<file path="config.mk">
export PLATFORM = sky130hd
export DESIGN_NAME = dp_ram_arbiter_flat
export DESIGN_NICKNAME = d
export VERILOG_FILES = /design/src/rtl/dp_ram_arbiter_if.sv /design/src/rtl/dp_ram_arbiter.sv /design/src/flat_wrapper.sv
export SDC_FILE = /design/constraint.sdc
export NUM_CORES = 1
export LEC_CHECK = 0
export CAP_MARGIN = 20
export CORE_MARGIN = 1
export CORE_UTILIZATION = 26
export DETAILED_ROUTE_END_ITERATION = 16
export HOLD_SLACK_MARGIN = 0.03
export PLACE_DENSITY = 0.85
export SLEW_MARGIN = 10
export SYNTH_ARGS = -nofsm -noshare
export SYNTH_HDL_FRONTEND = slang
export SYNTH_SLANG_ARGS = --single-unit
</file>
<file path="constraint.sdc">
create_clock -name clk -period 2 [get_ports clk]
set_input_delay 0.5 -clock clk [delete_from_list [all_inputs] [get_ports clk]]
set_output_delay 0.5 -clock clk [all_outputs]
set_load 0.01 [all_outputs]
</file>
<file path="src/rtl/dp_ram_arbiter_if.sv">
// ---------------------------------------------------------------------------
// dp_ram_arbiter_if
// Single-beat client request bus used by each of the two arbiter clients.
//
// Signals:
//   req    client request, held until gnt is seen (or withdrawn)
//   we     op select: 1 = write, 0 = read
//   addr   target address (ADDR_W bits)
//   wdata  write data (DATA_W bits)
//   gnt    grant, combinational, one cycle per accepted op
//   rvalid registered read-data / read-error strobe
//   err    registered address-range error, one cycle after the grant
//
// Modports:
//   master  the client side (drives the request)
//   slave   the arbiter side (drives grant and response strobes)
// ---------------------------------------------------------------------------
interface dp_ram_arbiter_if #(
    parameter int DATA_W = 8,
    parameter int ADDR_W = 5
);
    logic              req;
    logic              we;
    logic [ADDR_W-1:0] addr;
    logic [DATA_W-1:0] wdata;
    logic              gnt;
    logic              rvalid;
    logic              err;

    modport master (output req, we, addr, wdata, input gnt, rvalid, err);
    modport slave  (input req, we, addr, wdata, output gnt, rvalid, err);
endinterface

</file>
<file path="src/rtl/dp_ram_arbiter.sv">
// ---------------------------------------------------------------------------
// dp_ram_arbiter
// Two-client arbiter in front of a DEPTH x DATA_W dual-port RAM with separate
// write and read address ports and a 1-cycle registered read.
//
// A write from one client and a read from the other are granted together,
// one on each RAM port. Two writes or two reads conflict and are resolved
// round-robin by a priority pointer that toggles only on conflict cycles.
// Addresses >= DEPTH are granted but never reach the RAM; the client gets an
// err strobe one cycle later (with rvalid and rdata = 0 for reads).
//
// Ports:
//   clk          clock, rising edge
//   rst          asynchronous active-high reset
//   a, b         client buses (dp_ram_arbiter_if.slave)
//   rdata        shared read data, valid with a.rvalid or b.rvalid
//   ram_en       any RAM op issued this cycle
//   ram_wr_en    RAM write strobe, with ram_wr_addr / ram_wr_data
//   ram_rd_en    RAM read strobe, with ram_rd_addr
//   ram_rd_data  RAM read data, valid the cycle after ram_rd_en
//   conflict_cnt saturating same-type conflict counter (DPRA_STATS_EN only)
//   stats_clr    synchronous counter clear, wins over increment
//                (DPRA_STATS_EN only)
//
// Optional feature macro: DPRA_STATS_EN
// ---------------------------------------------------------------------------
module dp_ram_arbiter #(
    parameter int DATA_W = 8,
    parameter int ADDR_W = 5,
    parameter int DEPTH  = 16
) (
    input  logic                clk,
    input  logic                rst,
    dp_ram_arbiter_if.slave     a,
    dp_ram_arbiter_if.slave     b,
    output logic [DATA_W-1:0]   rdata,
    output logic                ram_en,
    output logic                ram_wr_en,
    output logic                ram_rd_en,
    output logic [ADDR_W-1:0]   ram_wr_addr,
    output logic [ADDR_W-1:0]   ram_rd_addr,
    output logic [DATA_W-1:0]   ram_wr_data,
`ifdef DPRA_STATS_EN
    input  logic                stats_clr,
    output logic [15:0]         conflict_cnt,
`endif
    input  logic [DATA_W-1:0]   ram_rd_data
);

    typedef enum logic {PTR_A = 1'b0, PTR_B = 1'b1} ptr_e;

    ptr_e ptr_q;
    logic conflict;
    logic a_gnt, b_gnt;
    logic a_rvalid_q, b_rvalid_q, a_err_q, b_err_q;
    logic rd_hit_q;   // last cycle's read actually went to the RAM

    // One extra bit keeps the compare correct even when DEPTH == 2**ADDR_W.
    function automatic logic in_range(input logic [ADDR_W-1:0] addr);
        return {1'b0, addr} < (ADDR_W+1)'(DEPTH);
    endfunction

    // Same-type requests from both clients need the pointer to break the tie.
    assign conflict = a.req & b.req & (a.we == b.we);

    // Grants are combinational and forced low while reset is asserted, so no
    // RAM strobe can escape during reset.
    always_comb begin
        // NOTE: every output of a combinational block gets a default first;
        // a path that leaves one unassigned infers a latch.
        a_gnt = 1'b0;
        b_gnt = 1'b0;
        if (!rst) begin
            if (conflict) begin
                a_gnt = (ptr_q == PTR_A);
                b_gnt = (ptr_q == PTR_B);
            end else begin
                a_gnt = a.req;
                b_gnt = b.req;
            end
        end
    end

    // At most one granted write and one granted read per cycle, so a simple
    // priority mux per port is enough. Out-of-range ops leave the port idle.
    always_comb begin
        ram_wr_en   = 1'b0;
        ram_wr_addr = '0;
        ram_wr_data = '0;
        ram_rd_en   = 1'b0;
        ram_rd_addr = '0;
        if (a_gnt && a.we && in_range(a.addr)) begin
            ram_wr_en   = 1'b1;
            ram_wr_addr = a.addr;
            ram_wr_data = a.wdata;
        end else if (b_gnt && b.we && in_range(b.addr)) begin
            ram_wr_en   = 1'b1;
            ram_wr_addr = b.addr;
            ram_wr_data = b.wdata;
        end
        if (a_gnt && !a.we && in_range(a.addr)) begin
            ram_rd_en   = 1'b1;
            ram_rd_addr = a.addr;
        end else if (b_gnt && !b.we && in_range(b.addr)) begin
            ram_rd_en   = 1'b1;
            ram_rd_addr = b.addr;
        end
    end

    assign ram_en = ram_wr_en | ram_rd_en;

    // Response strobes are rebuilt every cycle from this cycle's grants, so
    // they self-clear as one-cycle pulses. Reset drops any in-flight read.
    always_ff @(posedge clk or posedge rst) begin
        if (rst) begin
            ptr_q      <= PTR_A;
            a_rvalid_q <= 1'b0;
            b_rvalid_q <= 1'b0;
            a_err_q    <= 1'b0;
            b_err_q    <= 1'b0;
            rd_hit_q   <= 1'b0;
        end else begin
            // NOTE: sequential state uses non-blocking assignments so every
            // register samples the pre-edge value of every other register.
            a_rvalid_q <= a_gnt & ~a.we;
            b_rvalid_q <= b_gnt & ~b.we;
            a_err_q    <= a_gnt & ~in_range(a.addr);
            b_err_q    <= b_gnt & ~in_range(b.addr);
            rd_hit_q   <= ram_rd_en;
            // The owner always wins a conflict, so ownership passes across.
            if (conflict) begin
                ptr_q <= (ptr_q == PTR_A) ? PTR_B : PTR_A;
            end
        end
    end

    assign a.gnt    = a_gnt;
    assign b.gnt    = b_gnt;
    assign a.rvalid = a_rvalid_q;
    assign b.rvalid = b_rvalid_q;
    assign a.err    = a_err_q;
    assign b.err    = b_err_q;

    // An out-of-range read must return zero, not stale RAM output.
    assign rdata = rd_hit_q ? ram_rd_data : '0;

`ifdef DPRA_STATS_EN
    always_ff @(posedge clk or posedge rst) begin
        if (rst) begin
            conflict_cnt <= '0;
        end else if (stats_clr) begin
            conflict_cnt <= '0;
        end else if (conflict && (conflict_cnt != 16'hFFFF)) begin
            conflict_cnt <= conflict_cnt + 16'd1;
        end
    end
`endif

endmodule

</file>
<file path="src/flat_wrapper.sv">
// flat-port wrapper written by rule: the top's interface ports become plain ports
module dp_ram_arbiter_flat 
#(
    parameter int DATA_W = 8,
    parameter int ADDR_W = 5,
    parameter int DEPTH  = 16
)
  (clk, rst, rdata, ram_en, ram_wr_en, ram_rd_en, ram_wr_addr, ram_rd_addr, ram_wr_data, ram_rd_data, a_req, a_we, a_addr, a_wdata, a_gnt, a_rvalid, a_err, b_req, b_we, b_addr, b_wdata, b_gnt, b_rvalid, b_err);
  dp_ram_arbiter_if #(.DATA_W(DATA_W), .ADDR_W(ADDR_W)) a_i ();
  dp_ram_arbiter_if #(.DATA_W(DATA_W), .ADDR_W(ADDR_W)) b_i ();
  input  logic clk;
  input  logic rst;
  output logic [DATA_W-1:0] rdata;
  output logic ram_en;
  output logic ram_wr_en;
  output logic ram_rd_en;
  output logic [ADDR_W-1:0] ram_wr_addr;
  output logic [ADDR_W-1:0] ram_rd_addr;
  output logic [DATA_W-1:0] ram_wr_data;
  input  logic [DATA_W-1:0] ram_rd_data;
  input wire logic [$bits(a_i.req)-1:0] a_req;
  input wire logic [$bits(a_i.we)-1:0] a_we;
  input wire logic [$bits(a_i.addr)-1:0] a_addr;
  input wire logic [$bits(a_i.wdata)-1:0] a_wdata;
  output wire logic [$bits(a_i.gnt)-1:0] a_gnt;
  output wire logic [$bits(a_i.rvalid)-1:0] a_rvalid;
  output wire logic [$bits(a_i.err)-1:0] a_err;
  input wire logic [$bits(b_i.req)-1:0] b_req;
  input wire logic [$bits(b_i.we)-1:0] b_we;
  input wire logic [$bits(b_i.addr)-1:0] b_addr;
  input wire logic [$bits(b_i.wdata)-1:0] b_wdata;
  output wire logic [$bits(b_i.gnt)-1:0] b_gnt;
  output wire logic [$bits(b_i.rvalid)-1:0] b_rvalid;
  output wire logic [$bits(b_i.err)-1:0] b_err;
  assign a_i.req = a_req;
  assign a_i.we = a_we;
  assign a_i.addr = a_addr;
  assign a_i.wdata = a_wdata;
  assign a_gnt = a_i.gnt;
  assign a_rvalid = a_i.rvalid;
  assign a_err = a_i.err;
  assign b_i.req = b_req;
  assign b_i.we = b_we;
  assign b_i.addr = b_addr;
  assign b_i.wdata = b_wdata;
  assign b_gnt = b_i.gnt;
  assign b_rvalid = b_i.rvalid;
  assign b_err = b_i.err;
  dp_ram_arbiter #(.DATA_W(DATA_W), .ADDR_W(ADDR_W), .DEPTH(DEPTH)) u_core (.clk(clk), .rst(rst), .a(a_i), .b(b_i), .rdata(rdata), .ram_en(ram_en), .ram_wr_en(ram_wr_en), .ram_rd_en(ram_rd_en), .ram_wr_addr(ram_wr_addr), .ram_rd_addr(ram_rd_addr), .ram_wr_data(ram_wr_data), .ram_rd_data(ram_rd_data));
endmodule
</file>
==> results.md <==
- The floorplan has 17 rows.
- The power per cell area is 387.9 nW/µm².
- The cell type with the highest aggregate area in the netlist is sky130_fd_sc_hd__dfrtp_1.
- During placement, the flow inserted port buffers numbering 72.
- The critical path startpoint is a_req.
- The global-route wire length before repair is 5030 µm.
- The post-route antenna net violation count is 0.
- The filler-free cell count of the finished design is 198.
- The total congestion overflow after global routing is 0.
- The CTS clock-pin slew for the worst setup and hold paths is 0.04 ns.
- The clock reaches the later pin of the worst-skew pair after 0.23 ns.
- The peak fanout along the critical path is 3.
- The placeable core area is 2233 µm².
- The time the worst path needs with I/O delays and setup is 2.335 ns.
- The violation count after the first detailed-route iteration is 6.
- The flow ran to the end, but the final reports show violations.
- The number of placed instances with taps included is 170.
- At the worst endpoint, the required time is 1.50 ns.
- The placed wire-length estimate after detailed placement is 2088 µm.
- The number of failing hold endpoints at the final stage is 0.
- The number of synthesized flops with an enable pin is 0.
- CTS built an H-tree with a depth of 1.
- The startpoint type of the worst setup path is a primary input.
- The cell count after synthesis came out at 61.
- The final reports fail on setup timing.
- In this run, CTS created clock tree buffers numbering 3.
- The worst slack at placement is -1.006 ns.
- In the synthesized netlist the dominant register cell turns out to be sky130_fd_sc_hd__dfrtp_1.
- The clock root buffer is sky130_fd_sc_hd__clkbuf_4.
- Dividing the detail-routed via count by the number of cells gives 5.015.
- Detailed routing inserted a total of 993 vias.
- The congestion estimate from routability-driven global placement came to 0.7432.
- The highest clock rate is 428.2 MHz.
- For this run, the share of the core covered by cells in the final layout is 0.7535.
- The worst path buffer plus inverter count is 5.
- The leakage power figure is 0.8455 nW.
- IR analysis of the VDD net gives a maximum drop of 296.5 µV.
- The maximum buffer depth of the clock tree is 2.
- Counting stages on the worst path, the most repeated cell is sky130_fd_sc_hd__buf_6.
- The clock sink total is 6.
- The worst setup path is captured at an output port.
- Yosys attributes the largest share of cell area to sky130_fd_sc_hd__dfrtp_1, sky130_fd_sc_hd__a22o_1, sky130_fd_sc_hd__a2111oi_4.
- Setup violations remaining at the end of the flow were counted as 20.
- Summing every instance area after synthesis gives 623.1 µm².
- Setup repair after global routing could not meet its margin everywhere.
- The share of the synthesized area in the top cell type is 0.2410.
- The commonest cells after synthesis are sky130_fd_sc_hd__a22o_1, sky130_fd_sc_hd__and2_1, sky130_fd_sc_hd__dfrtp_1, sky130_fd_sc_hd__a2111oi_4, sky130_fd_sc_hd__inv_1.
- The worst hold path belongs to the class primary input to asynchronous set/reset pin.
- The initial antenna violation count is 0.
- Hold repair after CTS inserted 0 buffers.
- The max-slew violation count was 0.
- Once layout is done, the placed cells without fillers occupy 1683 µm².
- For this run, design rule violations remaining after detail routing come to 0.
- Of the synthesized area, sequential elements account for 0.2410.
- The wire length after detailed routing is 3353 µm.
- In the synthesized netlist the async set-or-reset flop fraction comes to 1.000.
- For this run, the slowest stage of the critical path takes 0.41 ns.
- The die outline width is 50.96 µm.
- The critical path's slowest cell is sky130_fd_sc_hd__a2111oi_4.
- Averaged over all synthesized cells, the footprint is 10.21 µm².
- The number of iterations in the first detailed-routing pass is 4.
- The cell family contributing the most delay on the critical path is buffers and inverters.
- The final worst setup slack is -0.3355 ns.
- The diode insertion count for antenna repair is 0.
- In this run, synthesis produced a sequential element count of 6.
- In the finished design, the share of the clock period the worst path needs comes to 1.168.
- In this run the critical register-to-register path is launched from u_core.ptr_q.
- The max-capacitance violation count is 0.
- At the worst endpoint, the arrival time is 1.84 ns.
- The number of warnings printed during yosys synthesis is 0.
- The per-cell routed wire length is 16.93 µm.
- The via count of the first global-routing pass is 1107.
- Compared with the post-synthesis result, the final layout area differs by 170.1%.
- On the final layout, the worst clock skew is 0.0005076 ns.
- In this run, distinct cell masters in the synthesized netlist total 23.
- The combined global-route utilization of all metal layers is 0.2706.
- The category of the critical setup timing path is primary input to output port.
- Hold timing on the final database bottoms out at a slack of 0.1778 ns.
- The final net count is 212.
- Traced cell by cell, the critical path runs through buf_2 -> nor2b_4 -> a2111oi_4 -> buf_4 -> buf_6 -> buf_6 -> a22o_1 -> buf_6.
- The most common cell in the synthesized netlist is sky130_fd_sc_hd__a22o_1.
- For this configuration, the core starts out at a cell density of 0.2790.
- TritonCTS built the clock tree.
- Of the cells placed in the final design, the portion with a size suffix greater than 1 is 0.5000.
- Entering global routing, the biggest net connects 9 pins.
- The floorplan step set the die height to 50.96 µm.
- The die covers 2596 µm².
- The standard cell area after detailed placement is 1435 µm².
- In this run the count of I/O pins placed on the die edge is 75.
flip-flops by register name, summed over array words and instances, names as in the netlist:
register and count:
u_core.a.err 1, u_core.a.rvalid 1, u_core.b.err 1, u_core.b.rvalid 1, u_core.ptr_q 1, u_core.rd_hit_q 1
stage by stage:
stage,power (mW),TNS [ns]
final,0.6527,-4.580
after global routing,0.6899,-5.367
after CTS,0.6299,-4.128
after detailed placement,0.4800,-20.47
after global placement,0.4726,-19.95
after floorplan,0.2756,0
worst reg2reg max path, stage by stage (launching register included):
cell                      delay, ns
sky130_fd_sc_hd__dfrtp_1       0.39
sky130_fd_sc_hd__buf_6         0.13
sky130_fd_sc_hd__nor2b_4       0.13
sky130_fd_sc_hd__buf_4         0.14
sky130_fd_sc_hd__a21oi_4       0.07
sky130_fd_sc_hd__buf_4         0.15
sky130_fd_sc_hd__or2_4         0.25
sky130_fd_sc_hd__buf_4         0.13
area by class of cell:
type                            instances  area, µm²
Fill cell                             156      550.5
Sequential cell                         6      150.1
Inverter                                4      15.01
Tap cell                               28      35.03
Clock buffer                            3      22.52
Timing Repair Buffer                  109      978.4
Multi-Input combinational cell         48      481.7
worst paths after layout:
| path | to | slack [ns] | depth (start not counted) |
|---|---|---|---|
| setup reg to reg | u_core.rd_hit_q | 0.49 | 7 |
| hold / removal | u_core.ptr_q | 0.18 | 2 |
| hold reg to reg | u_core.ptr_q | 0.69 | 3 |
| min in group clk | u_core.a.rvalid | 0.54 | 2 |
| max in group asynchronous | u_core.a.rvalid | 1.64 | 2 |
| setup / recovery | ram_wr_data[3] | -0.34 | 8 |
layout by cell type (no fill, tap or decap):
cell / n
sky130_fd_sc_hd__inv_1: 2
sky130_fd_sc_hd__buf_2: 16
sky130_fd_sc_hd__clkbuf_4: 3
sky130_fd_sc_hd__and2_4: 2
sky130_fd_sc_hd__dlygate4sd2_1: 9
sky130_fd_sc_hd__xnor2_4: 1
sky130_fd_sc_hd__a21o_2: 1
sky130_fd_sc_hd__buf_6: 27
sky130_fd_sc_hd__a2111oi_4: 3
sky130_fd_sc_hd__a22o_1: 16
sky130_fd_sc_hd__nand2b_4: 2
sky130_fd_sc_hd__o32ai_2: 1
sky130_fd_sc_hd__a21oi_4: 1
sky130_fd_sc_hd__or4b_4: 1
sky130_fd_sc_hd__buf_4: 20
sky130_fd_sc_hd__nand3_1: 1
sky130_fd_sc_hd__nor3_1: 1
sky130_fd_sc_hd__nor2_1: 1
sky130_fd_sc_hd__conb_1: 2
sky130_fd_sc_hd__clkdlybuf4s50_1: 36
sky130_fd_sc_hd__dfrtp_1: 6
sky130_fd_sc_hd__nor2_2: 1
sky130_fd_sc_hd__clkbuf_2: 1
sky130_fd_sc_hd__nor2b_4: 1
sky130_fd_sc_hd__inv_2: 2
sky130_fd_sc_hd__xnor2_1: 1
sky130_fd_sc_hd__and2_1: 9
sky130_fd_sc_hd__nor3b_1: 1
sky130_fd_sc_hd__or2_4: 2
power breakdown:
group	switching (mW)	internal (mW)
Sequential	0.0124	0.138
Clock	0.0366	0.0674
Combinational	0.157	0.241
timing repair:
action / 4_1_cts / 5_1_grt
resized for setup: 145 / 17
setup endpoints to repair: 29 / 21
pin swaps: 17 / 20
hold endpoints to repair: 0 / 0
buffers inserted: 21 / 3
cloned: 2 / 0
per-layer routing:
| metal | vias up | wire length (µm) | GRT usage |
|---|---|---|---|
| met2 | 88 | 1716 | 0.5197 |
| met5 | - | 0 | 0 |
| met1 | 441 | 1109 | 0.2238 |
| li1 | 445 | - | - |
| met3 | 19 | 301 | 0.07143 |
| met4 | 0 | 226 | 0.2269 |
cells by family (layout without fill, tap and decap cells):
family	count (synthesis)	count (layout)	share of synthesized area
AOI/OAI and AO/OA	22	22	0.3996
xor gates and xnor gates	2	2	0.02812
buffers and inverters	8	116	0.08432
other	1	2	0.006018
and+or+nand+nor	22	22	0.2410
DFF	6	6	0.2410
Note: power is estimated with default switching activity, not from simulation.
